===== config.mk =====
export PLATFORM = sky130hd
export DESIGN_NAME = clock_divider_controller_flat
export DESIGN_NICKNAME = d
export VERILOG_FILES = /design/src/rtl/clock_divider_controller_if.sv /design/src/rtl/clock_divider_controller.sv /design/src/flat_wrapper.sv
export SDC_FILE = /design/constraint.sdc
export NUM_CORES = 1
export LEC_CHECK = 0
export CELL_PAD_IN_SITES_DETAIL_PLACEMENT = 0
export CELL_PAD_IN_SITES_GLOBAL_PLACEMENT = 1
export CORE_MARGIN = 2
export CORE_UTILIZATION = 45
export CTS_CLUSTER_DIAMETER = 50
export DETAILED_ROUTE_END_ITERATION = 12
export PLACE_DENSITY_LB_ADDON = 0.15
export SETUP_SLACK_MARGIN = 0.5
export SYNTH_ARGS = -nofsm -noshare
export SYNTH_HDL_FRONTEND = slang
export SYNTH_SLANG_ARGS = --single-unit

===== constraint.sdc =====
create_clock -name i_clk -period 5.7 [get_ports i_clk]
set_clock_uncertainty 0.15 [all_clocks]
set_input_delay 0.855 -clock i_clk [delete_from_list [all_inputs] [get_ports i_clk]]
set_output_delay 0.855 -clock i_clk [all_outputs]
set_load 0.05 [all_outputs]

===== src/rtl/clock_divider_controller_if.sv =====
// -----------------------------------------------------------------------------
// clock_divider_controller_if
// Reconfiguration handshake between the processor control logic (master) and
// the clock divider (slave). A transfer happens on a clock edge where
// cfg_valid and cfg_ready are both high.
//
// Signals:
//   cfg_valid  master -> slave  new divide value offered on cfg_div
//   cfg_div    master -> slave  requested divide value (half period = cfg_div+1)
//   cfg_ready  slave -> master  divider can accept a new value
// -----------------------------------------------------------------------------
interface clock_divider_controller_if #(
    parameter int WIDTH = 8
);
    logic             cfg_valid;
    logic [WIDTH-1:0] cfg_div;
    logic             cfg_ready;

    modport master (
        output cfg_valid,
        output cfg_div,
        input  cfg_ready
    );

    modport slave (
        input  cfg_valid,
        input  cfg_div,
        output cfg_ready
    );
endinterface


===== src/rtl/clock_divider_controller.sv =====
// -----------------------------------------------------------------------------
// clock_divider_controller
// Runtime-controlled counter clock divider. The half period is (div+1) cycles
// of i_clk. New divide values are taken over the handshake port and applied
// only at a half-period boundary (or while idle), so o_divided_clk never
// produces a runt pulse. o_tick pulses for one cycle after every toggle.
// Stopping while the output is high drains the current high phase first.
//
// FSM states:
//   state    | meaning
//   ---------+-----------------------------------------------------------
//   ST_IDLE  | stopped; counter and o_divided_clk held at 0
//   ST_RUN   | counting and toggling o_divided_clk
//   ST_DRAIN | run dropped while output high; finish high phase, then idle
//
// Ports:
//   i_clk          system clock (only clock in the block)
//   i_rst          synchronous, active-high reset
//   i_run          1 = generate clock, 0 = stop (after drain)
//   cfg            slave side of the reconfiguration handshake
//   o_divided_clk  divided clock output, registered
//   o_tick         one-cycle pulse in the cycle after each toggle
//   o_running      1 in ST_RUN and ST_DRAIN
//   o_tick_count   16-bit wrapping count of tick cycles (TICK_COUNT_EN only)
//
// Optional feature macro: TICK_COUNT_EN adds the o_tick_count port/counter.
// -----------------------------------------------------------------------------
module clock_divider_controller #(
    parameter int WIDTH       = 8,
    parameter int DEFAULT_DIV = 1
) (
    input  logic                       i_clk,
    input  logic                       i_rst,
    input  logic                       i_run,
    clock_divider_controller_if.slave  cfg,
    output logic                       o_divided_clk,
    output logic                       o_tick,
`ifdef TICK_COUNT_EN
    output logic [15:0]                o_tick_count,
`endif
    output logic                       o_running
);

    typedef enum logic [1:0] {
        ST_IDLE  = 2'd0,
        ST_RUN   = 2'd1,
        ST_DRAIN = 2'd2
    } state_t;

    state_t           r_state;
    state_t           w_state_nxt;

    logic [WIDTH-1:0] r_counter;
    logic [WIDTH-1:0] r_div;
    logic [WIDTH-1:0] r_pend_div;
    logic             r_pending;
    logic             r_cfg_ready;
    logic             r_divided_clk;
    logic             r_tick;

    logic             w_wrap;
    logic             w_xfer;
    logic [WIDTH-1:0] w_counter_nxt;
    logic             w_divided_clk_nxt;
    logic             w_tick_nxt;
    logic             w_apply;

    // Config only changes at a wrap, so the counter never passes r_div and an
    // equality compare is enough to find the half-period boundary.
    assign w_wrap = (r_counter == r_div);
    assign w_xfer = cfg.cfg_valid & r_cfg_ready;

    // State register
    always_ff @(posedge i_clk) begin
        if (i_rst) begin
            r_state <= ST_IDLE;
        end else begin
            r_state <= w_state_nxt;
        end
    end

    // Next-state logic
    always_comb begin
        w_state_nxt = r_state;
        case (r_state)
            ST_IDLE: begin
                if (i_run) begin
                    w_state_nxt = ST_RUN;
                end
            end
            ST_RUN: begin
                if (!i_run) begin
                    // Low output stops at once; high output must finish its
                    // phase. If that phase ends on this very edge there is
                    // nothing left to drain.
                    if (!r_divided_clk || w_wrap) begin
                        w_state_nxt = ST_IDLE;
                    end else begin
                        w_state_nxt = ST_DRAIN;
                    end
                end
            end
            ST_DRAIN: begin
                if (i_run) begin
                    w_state_nxt = ST_RUN;
                end else if (w_wrap) begin
                    w_state_nxt = ST_IDLE;
                end
            end
            default: begin
                w_state_nxt = ST_IDLE;
            end
        endcase
    end

    // Output / datapath next values
    always_comb begin
        w_counter_nxt     = r_counter;
        w_divided_clk_nxt = r_divided_clk;
        w_tick_nxt        = 1'b0;
        w_apply           = 1'b0;
        case (r_state)
            ST_IDLE: begin
                w_counter_nxt     = '0;
                w_divided_clk_nxt = 1'b0;
                w_apply           = r_pending;
            end
            ST_RUN, ST_DRAIN: begin
                if ((r_state == ST_RUN) && !i_run && !r_divided_clk) begin
                    w_counter_nxt = '0;
                end else if (w_wrap) begin
                    w_counter_nxt     = '0;
                    w_divided_clk_nxt = ~r_divided_clk;
                    w_tick_nxt        = 1'b1;
                    w_apply           = r_pending;
                end else begin
                    w_counter_nxt = r_counter + 1'b1;
                end
            end
            default: begin
                w_counter_nxt     = '0;
                w_divided_clk_nxt = 1'b0;
            end
        endcase
    end

    // Datapath and handshake registers
    always_ff @(posedge i_clk) begin
        if (i_rst) begin
            r_counter     <= '0;
            r_div         <= WIDTH'(DEFAULT_DIV);
            r_pend_div    <= '0;
            r_pending     <= 1'b0;
            r_cfg_ready   <= 1'b1;
            r_divided_clk <= 1'b0;
            r_tick        <= 1'b0;
        end else begin
            r_counter     <= w_counter_nxt;
            r_divided_clk <= w_divided_clk_nxt;
            r_tick        <= w_tick_nxt;

            if (w_apply) begin
                r_div     <= r_pend_div;
                r_pending <= 1'b0;
            end

            // A transfer needs ready=1, which implies nothing is pending, so
            // it can never collide with an apply.
            if (w_xfer) begin
                r_pend_div  <= cfg.cfg_div;
                r_pending   <= 1'b1;
                r_cfg_ready <= 1'b0;
            end else if (!r_pending && !r_cfg_ready) begin
                // Reopen one edge after the apply.
                r_cfg_ready <= 1'b1;
            end
        end
    end

`ifdef TICK_COUNT_EN
    logic [15:0] r_tick_count;

    always_ff @(posedge i_clk) begin
        if (i_rst) begin
            r_tick_count <= '0;
        end else if (r_tick) begin
            r_tick_count <= r_tick_count + 16'd1;
        end
    end

    assign o_tick_count = r_tick_count;
`endif

    assign cfg.cfg_ready  = r_cfg_ready;
    assign o_divided_clk  = r_divided_clk;
    assign o_tick         = r_tick;
    assign o_running      = (r_state == ST_RUN) || (r_state == ST_DRAIN);

endmodule

===== src/flat_wrapper.sv =====
// flat-port wrapper written by rule: the top's interface ports become plain ports
module clock_divider_controller_flat 
#(
    parameter int WIDTH       = 8,
    parameter int DEFAULT_DIV = 1
)
  (i_clk, i_rst, i_run, o_divided_clk, o_tick, o_running, cfg_cfg_valid, cfg_cfg_div, cfg_cfg_ready);
  clock_divider_controller_if #(.WIDTH(WIDTH)) cfg_i ();
  input  logic i_clk;
  input  logic i_rst;
  input  logic i_run;
  output logic o_divided_clk;
  output logic o_tick;
  output logic o_running;
  input wire logic [$bits(cfg_i.cfg_valid)-1:0] cfg_cfg_valid;
  input wire logic [$bits(cfg_i.cfg_div)-1:0] cfg_cfg_div;
  output wire logic [$bits(cfg_i.cfg_ready)-1:0] cfg_cfg_ready;
  assign cfg_i.cfg_valid = cfg_cfg_valid;
  assign cfg_i.cfg_div = cfg_cfg_div;
  assign cfg_cfg_ready = cfg_i.cfg_ready;
  clock_divider_controller #(.WIDTH(WIDTH), .DEFAULT_DIV(DEFAULT_DIV)) u_core (.i_clk(i_clk), .i_rst(i_rst), .i_run(i_run), .cfg(cfg_i), .o_divided_clk(o_divided_clk), .o_tick(o_tick), .o_running(o_running));
endmodule

# Word level (Yosys, flattened, before mapping)
# Cells that the tools add are included.
# W data, S select, Z words.
[totals]
output_inout_bits = 4
inputBits = 12
regBits = 30
[op_classes]
mux = 14
n_eq_ne = 6
reduce_logical = 18
n_bitwise = 4
add_sub_neg = 1
[ops]
columns = ["cell", "n"]
rows = [
  ["$mux W2", 5],
  ["$add A8 B1 Y8 const B", 1],
  ["$eq A8 B8 Y1", 1],
  ["$mux W1", 7],
  ["$pmux W2 S3", 1],
  ["$logic_not A1 Y1", 4],
  ["$ne A2 B2 Y1 const B", 2],
  ["$reduce_bool A2 Y1", 2],
  ["$reduce_or A2 Y1", 2],
  ["$reduce_or A4 Y1", 1],
  ["$logic_and A1 B1 Y1", 3],
  ["$ne A3 B2 Y1 const B", 1],
  ["$not A1 Y1", 3],
  ["$reduce_and A3 Y1", 1],
  ["$reduce_or A3 Y1", 1],
  ["$eq A2 B1 Y1 const B", 1],
  ["$eq A2 B2 Y1 const B", 1],
  ["$logic_not A2 Y1", 1],
  ["$logic_or A1 B1 Y1", 2],
  ["$pmux W1 S2", 1],
  ["$reduce_and A2 Y1", 1],
  ["$and A1 B1 Y1", 1],
]

# Longest topological paths before layout
# Gate-level depths: netlist (run 1).
[logic_depth]
depth_word = 7
ltp_mapped = 8
ltp_nobuf = 6

# Least setup slack after synthesis (run 1)
# OpenSTA, ideal clock, no wires.
[synth_path]
kind = "reg2reg"
start = "register u_core.r_state[1]"
end = "register u_core.r_div[6]"
t_arrival_ps = 1907
path_stages_with_launch = 7
synth_period_minus_slack_ps = 2119
slack_ps = 3581
setup_time_ps = 62
required_time_ps = 5488
cell_sequence = "dfxtp_1 inv_1 ha_1 nand4bb_4 buf_6 or4_1 nand3_1"
[synth_via]
elab_chain_len = 5
elab_cells_between_ends = 8
classes_between = "eq/ne (2); mux (2); reduce/logical (4)"
[synth_lines]
columns = ["element", "line", "text"]
rows = [
  ["start: declaration", "clock_divider_controller.sv:50", "state_t r_state;"],
  ["start signal: assignment", "clock_divider_controller.sv:78", "r_state <= w_state_nxt;"],
  ["$eq A2 B1 Y1", "clock_divider_controller.sv:122, clock_divider_controller.sv:129", ""],
  ["$logic_and A1 B1 Y1 (2 in series)", "clock_divider_controller.sv:129", "if ((r_state == ST_RUN) && !i_run && !r_divided_clk) begin"],
  ["$mux W1", "clock_divider_controller.sv:129", ""],
  ["$pmux W1 S2 *", "clock_divider_controller.sv:122", "case (r_state)"],
  ["end signal: assignment", "clock_divider_controller.sv:151", "r_div <= WIDTH'(DEFAULT_DIV);"],
  ["end signal: assignment", "clock_divider_controller.sv:163", "r_div <= r_pend_div;"],
  ["end: declaration", "clock_divider_controller.sv:54", "logic [WIDTH-1:0] r_div;"],
]
# Every way passes the cells marked *; elsewhere a longest branch is shown, timed or not.
# A chain may end at the register's enable or synchronous reset.

# Worst setup path in the final report (run 1)
[layout_path]
start = "register u_core.r_state[1]"
end = "output port o_running"
[layout_via]
elab_chain_len = 2
elab_cells_between_ends = 3
classes_between = "eq/ne (2); reduce/logical (1)"
[layout_lines]
columns = ["element", "line", "text"]
rows = [
  ["$eq A2 B1 Y1 / $eq A2 B2 Y1 (equally long branches)", "clock_divider_controller.sv:197", "assign o_running = (r_state == ST_RUN) || (r_state == ST_DRAIN);"],
  ["$logic_or A1 B1 Y1 *", "clock_divider_controller.sv:197", ""],
  ["end: declaration", "flat_wrapper.sv:14", "output logic o_running;"],
]
# Marked as above.

==> flow_metrics.env, run 1 <==
export IMPL_routedWlPerCell_um=13.5
export IMPL_min_period_over_period_pct=54.1
export IMPL_rows=21
export IMPL_first_global_vias=1317
export IMPL_area_growth_pct=13.7
export IMPL_holdWs_ps=330
export IMPL_cts_buffers=5
export IMPL_viasPerCell=5.70
export IMPL_cp_required_ps=4700
export IMPL_io_pins=16
export IMPL_netlist_area_um2=1580
export IMPL_final_area_um2=1800
export IMPL_clock_path_buffers=2
export IMPL_gp_congestion=0.807
export IMPL_portBuffers=15
export IMPL_synth_top_family_by_area="simple AND/OR/NAND/NOR gates"
export IMPL_drtIter0Drc=71
export IMPL_ctsResizeCount=0
export IMPL_fin_setup_tns_ps=0
export IMPL_dpl_cell_area_um2=1740
export IMPL_hpwl_mm=2.25
export IMPL_post_cts_buffers=0
export IMPL_cts_sinks=30
export IMPL_setup_worst_path_start_class="flop"
export IMPL_synth_fa_ha_area_share_pct=3.95
export IMPL_clk_latency_ps=330
export IMPL_final_fill_count=347
export IMPL_grt_pass1_wl_mm=5.95
export IMPL_powerDensity_nw_per_um2=290
export IMPL_diodes=0
export IMPL_hold_buffers=0
export IMPL_synth_compound_area_share_pct=14.2
export IMPL_crit_path_max_fanout=4
export IMPL_synthFlopType="dfxtp_1"
export IMPL_die_h_um=63.3
export IMPL_final_nets=212
export IMPL_cp_end_kind="output port"
export IMPL_tightest_slew_ps=770
export IMPL_cts_tree="done"
export IMPL_p_leak_nw=0.612
export IMPL_wl_mm=3.27
export IMPL_syn_inst=185
export IMPL_register_area_um2=601
export IMPL_syn_num_nets=202
export IMPL_arrival_ps=2080
export IMPL_synth_area_mux_share_pct=0.632
export IMPL_initial_core_util_pct=47.1
export IMPL_status="finished, final reports clean"
export IMPL_ant_nets=0
export IMPL_ir_drop_uv=122
export IMPL_multi_input_area_um2=912
export IMPL_gr_total_overflow=0
export IMPL_synth_edf_count=0
export IMPL_max_slew_margin_pct=48.5
export IMPL_totalPowerFinal_mw=0.521
export IMPL_clkTransAtPathRegs_ps=90
export IMPL_drcViolationCount=0
export IMPL_setup_viol=0
export IMPL_synth_cell_types=37
export IMPL_synth_simple_gate_area_share_pct=31.1
export IMPL_htree_levels=2
export IMPL_fin_util_pct=53.5
export IMPL_drv_slew=0
export IMPL_drv_cap=0
export IMPL_rsz0062_at_grt="false"
export IMPL_final_layout_size_suffix_gt1_share_pct=5.10
export IMPL_dieArea_um2=4010
export IMPL_synth_xor_area_share_pct=7.75
export IMPL_async_flop_share_pct=0
export IMPL_yosysSeqAreaShare_pct=37.9
export IMPL_antenna_found_initial=0
export IMPL_cts_root_buf="clkbuf_4"
export IMPL_avgSynthCellArea_um2=8.56
export IMPL_core_um2=3360
export IMPL_die_w_um=63.3
export IMPL_drtPass1Iterations=5
export IMPL_max_freq_ghz=0.324
export IMPL_hp_class="reg -> reg"
export IMPL_fin_crit_ps=3090
export IMPL_num_vias=1380
export IMPL_ys_ff_latch=30
export IMPL_track_usage_pct=18.6
export IMPL_grt_start_max_net_pins=30
export IMPL_path_class="reg -> out"
export IMPL_yosysWarnings=0
export IMPL_hold_viol=0
-- sequential cells by signal (all words and copies together), names as in the netlist --
register / cells
u_core.cfg.cfg_ready: 1
u_core.o_divided_clk: 1
u_core.o_tick: 1
u_core.r_counter: 8
u_core.r_div: 8
u_core.r_pend_div: 8
u_core.r_pending: 1
u_core.r_state: 2
-- synthesized netlist by cell type (all sizes together), types with 2 or more instances --
master   n  area (µm²)
nor3     3        15.0
xnor2   11        96.3
dfxtp   30         601
o21ai   11        55.1
or4      8        60.1
nand2   25        93.8
inv      2        7.51
and3     3        18.8
buf      3        21.3
a32oi    7        61.3
and2     2        12.5
nor4     8        50.1
nor2     3        13.8
ha       5        62.6
clkbuf  10        37.5
o211ai   2        15.0
xor2     3        26.3
nand3    9        45.0
nor3b    9        67.6
nor4b    3        26.3
a21oi   12        60.1
nand4    3        18.8
-- cell usage in the layout (no fill, tap or decap), drive strengths merged, types with 2 or more instances in the layout --
master | synthesis | final
xor2 | 3 | 3
inv | 2 | 2
a32oi | 7 | 7
o211ai | 2 | 2
and3 | 3 | 3
nand3 | 9 | 9
dfxtp | 30 | 30
a21oi | 12 | 12
xnor2 | 11 | 11
ha | 5 | 5
nand2 | 25 | 25
nor3b | 9 | 9
clkinv | 1 | 2
nor4 | 8 | 8
and2 | 2 | 2
o21ai | 11 | 11
clkbuf | 10 | 7
nand4 | 3 | 3
nor3 | 3 | 3
nor4b | 3 | 3
clkdlybuf4s50 | 0 | 15
nor2 | 3 | 3
or4 | 8 | 8
-- per-layer routing --
layer | share of wire (%) | wire (µm) | track usage (%) | up-vias
li1 | - | - | - | 695
met1 | 48 | 1580 | 23.8 | 640
met2 | 44 | 1440 | 28.9 | 38
met3 | 5.8 | 190 | 5.18 | 7
met4 | 2.0 | 67 | 8.97 | 0
met5 | 0 | 0 | 0 | -
-- through the flow --
stage | std cells | setup WS (ps)
2_1_floorplan | 185 | 3580
3_3_place_gp | 234 | 2850
3_5_place_dp | 234 | 2780
4_1_cts | 242 | 2590
5_1_grt | 242 | 2500
6_report | 242 | 2610
-- final cells by class --
cell class | instances | area share, %
Timing Repair Buffer | 16 | 8.76
Sequential cell | 30 | 33.4
Clock inverter | 1 | 0.278
Multi-Input combinational cell | 139 | 50.7
Clock buffer | 7 | 3.06
Inverter | 3 | 0.626
Tap cell | 46 | 3.20
-- critical path, cell delays in order, from the launching register on --
cell,delay [ps]
dfxtp_1,400
inv_1,110
ha_1,400
clkdlybuf4s50_1,840
-- path summary, 6_finish.rpt --
path / start / to / slack, ps / cells past startpoint
worst max register to register: u_core.r_counter[3] / u_core.r_state[1] / 3450 / 4
worst min-delay path: u_core.r_pend_div[2] / u_core.r_pend_div[2] / 330 / 2
worst min register to register: u_core.r_pend_div[2] / u_core.r_pend_div[2] / 330 / 2
worst max-delay path: u_core.r_state[1] / o_running / 2610 / 3
-- cells by family after synthesis --
| family | after synthesis |
|---|---|
| muxes | 1 |
| adders and majority gates | 5 |
| and+or+nand+nor | 83 |
| buffers and inverters | 16 |
| AOI/OAI and AO/OA | 36 |
| xor gates and xnor gates | 14 |
| DFF | 30 |
-- power by group --
group          internal [mW]  switching, mW  leakage [nW]  total (mW)
Combinational         0.0487          0.100         0.333       0.149
Sequential             0.226         0.0137         0.244       0.240
Clock                 0.0597         0.0725        0.0353       0.132
No activity file was read; power rests on OpenSTA's default activity.
==> run 2: changes to the inputs <==
- CORE_UTILIZATION: 45 -> 42
- clock period: 5.7 -> 3.07 ns (I/O delays scaled with it)
==> run 2 against run 1 <==
Effect of this change:
- critical path depth unchanged
- total power increased by 98%
- register-to-register slack got worse by 2500 ps
- routed wire length increased by 5.9%
- via count increased by 1.0%
- sequential power increased by 86%
- utilization decreased by 3.1 points
- global-route usage decreased by 0.36 points
- sequential cell count unchanged
- design area increased by 1.8%
- critical path type unchanged
- largest cell class unchanged
==> flow_metrics.env, run 2 (synthesized netlist as in run 1, its figures left out) <==
export IMPL_final_nets=214
export IMPL_reg_top3="u_core.r_counter x8, u_core.r_div x8, u_core.r_pend_div x8"
export IMPL_p_leak_nw=0.629
export IMPL_initial_core_util_pct=43.6
export IMPL_cp_required_ps=2460
export IMPL_setup_viol=0
export IMPL_die_w_um=65.4
export IMPL_hold_viol=0
export IMPL_ant_nets=0
export IMPL_drtIter0Drc=70
export IMPL_cts_tree="done"
export IMPL_final_fill_count=377
export IMPL_area_growth_pct=15.7
export IMPL_critical_path_cell_chain="inv_1 -> ha_1 -> dlygate4sd2_1"
export IMPL_status="finished, final reports clean"
export IMPL_crit_path_max_fanout=4
export IMPL_cpPeakStageDelay_ps=560
export IMPL_powerDensity_nw_per_um2=564
export IMPL_register_area_um2=601
export IMPL_rsz0062_at_grt="false"
export IMPL_hold_end="u_core.r_pend_div[0]"
export IMPL_worstHoldStart="u_core.r_pend_div[0]"
export IMPL_num_vias=1394
export IMPL_cp_top_family="buffers and inverters"
export IMPL_ir_drop_uv=274
export IMPL_gr_total_overflow=0
export IMPL_hp_class="reg -> reg"
export IMPL_drv_slew=0
export IMPL_clk_latency_ps=280
export IMPL_clkTransAtPathRegs_ps=60
export IMPL_drtPass1Iterations=4
export IMPL_max_slew_margin_pct=62.6
export IMPL_portBuffers=15
export IMPL_max_freq_ghz=0.426
export IMPL_core_um2=3630
export IMPL_htree_levels=2
export IMPL_rows=22
export IMPL_crit_slowest_cell="dlygate4sd2_1"
export IMPL_arrival_ps=1740
export IMPL_die_h_um=65.4
export IMPL_min_period_over_period_pct=76.5
export IMPL_diodes=0
export IMPL_gp_congestion=0.762
export IMPL_antenna_found_initial=0
export IMPL_clock_path_buffers=2
export IMPL_io_pins=16
export IMPL_wl_mm=3.47
export IMPL_multi_input_area_um2=912
export IMPL_final_cell_mix="dfxtp_1, nand2_1, clkdlybuf4s50_1, a21oi_1"
export IMPL_cts_buffers=5
export IMPL_grt_pass1_wl_mm=5.96
export IMPL_final_layout_size_suffix_gt1_share_pct=5.08
export IMPL_hpwl_mm=2.36
export IMPL_drv_cap=0
export IMPL_reg2regPathDepth=6
export IMPL_track_usage_pct=18.3
export IMPL_post_cts_buffers=0
export IMPL_viasPerCell=5.69
export IMPL_hold_buffers=0
export IMPL_setup_worst_path_start_class="flop"
export IMPL_mostFrequentLayoutCell="dfxtp_1"
export IMPL_dieArea_um2=4280
export IMPL_r2r_slack_ps=990
export IMPL_cp_end_kind="output port"
export IMPL_hold_depth=2
export IMPL_regToRegStartpoint="u_core.r_state[1]"
export IMPL_routedWlPerCell_um=14.1
export IMPL_grt_start_max_net_pins=22
export IMPL_cts_sinks=30
export IMPL_path_buf_inv=2
export IMPL_cts_root_buf="clkbuf_8"
export IMPL_first_global_vias=1299
export IMPL_r2r_end="u_core.r_div[1]"
export IMPL_fin_util_pct=50.4
export IMPL_tightest_slew_ps=560
export IMPL_path_class="reg -> out"
export IMPL_drcViolationCount=0
export IMPL_fin_setup_tns_ps=0
export IMPL_fin_crit_ps=2350
run 2: changes by cell type in the layout (fill, tap and decap cells not counted):
cell	delta
buf_4	+2
clkbuf_1	+1
clkbuf_4	-5
clkbuf_8	+4
clkdlybuf4s50_1	-1
clkinv_2	-1
dlygate4sd2_1	+1
run 2: tightest hold or removal path: stages (launching register included):
cell     delay [ps]
dfxtp_1         320
nand2_1          60
a21oi_1          60
run 2: final cells by class:
type / count / share of cell area, %
inverters: 3 / 0.615
multi-input cells: 139 / 49.8
repair buffers: 18 / 9.36
well taps: 48 / 3.28
clock buffers: 7 / 4.17
flip-flops and latches: 30 / 32.8
run 2: repair_timing:
action | CTS | global route
endpoints found under the hold margin | 0 | 0
gates resized for setup | 1 | 0
endpoints found under the setup margin | 1 | 0
run 2: stage by stage:
stage                     worst slack, ps  cells  hold slack, ps  power [mW]  area [µm²]
final                                 723    245             332        1.03        1830
after CTS                             731    245             328        1.04        1830
after global placement                601    238             302       0.741        1760
after global routing                  633    245             354        1.10        1830
after floorplan                       951    185             287       0.664        1580
after detailed placement              543    238             319       0.748        1760
run 2: metal layers:
metal | share of wire [%] | GRT usage (%) | wire length, µm
met2 | 45 | 29.7 | 1570
met1 | 49 | 23.2 | 1690
met4 | 1.4 | 7.81 | 50
met5 | 0 | 0 | 0
met3 | 4.5 | 4.11 | 155
run 2: how the worst max path moves through the flow:
stage,startpoint,cells after the start,end
2_1_floorplan,u_core.r_state[1],6,u_core.r_div[6]
3_3_place_gp,i_rst,4,u_core.r_state[1]
3_5_place_dp,i_rst,4,u_core.r_state[1]
4_1_cts,u_core.r_state[1],3,o_running
5_1_grt,i_rst,4,u_core.r_state[1]
6_report,u_core.r_state[1],3,o_running
run 2: power by group:
| part | switching [mW] | leakage (nW) | internal, mW |
|---|---|---|---|
| Clock | 0.137 | 0.0383 | 0.156 |
| Combinational | 0.190 | 0.346 | 0.105 |
| Sequential | 0.0252 | 0.244 | 0.421 |
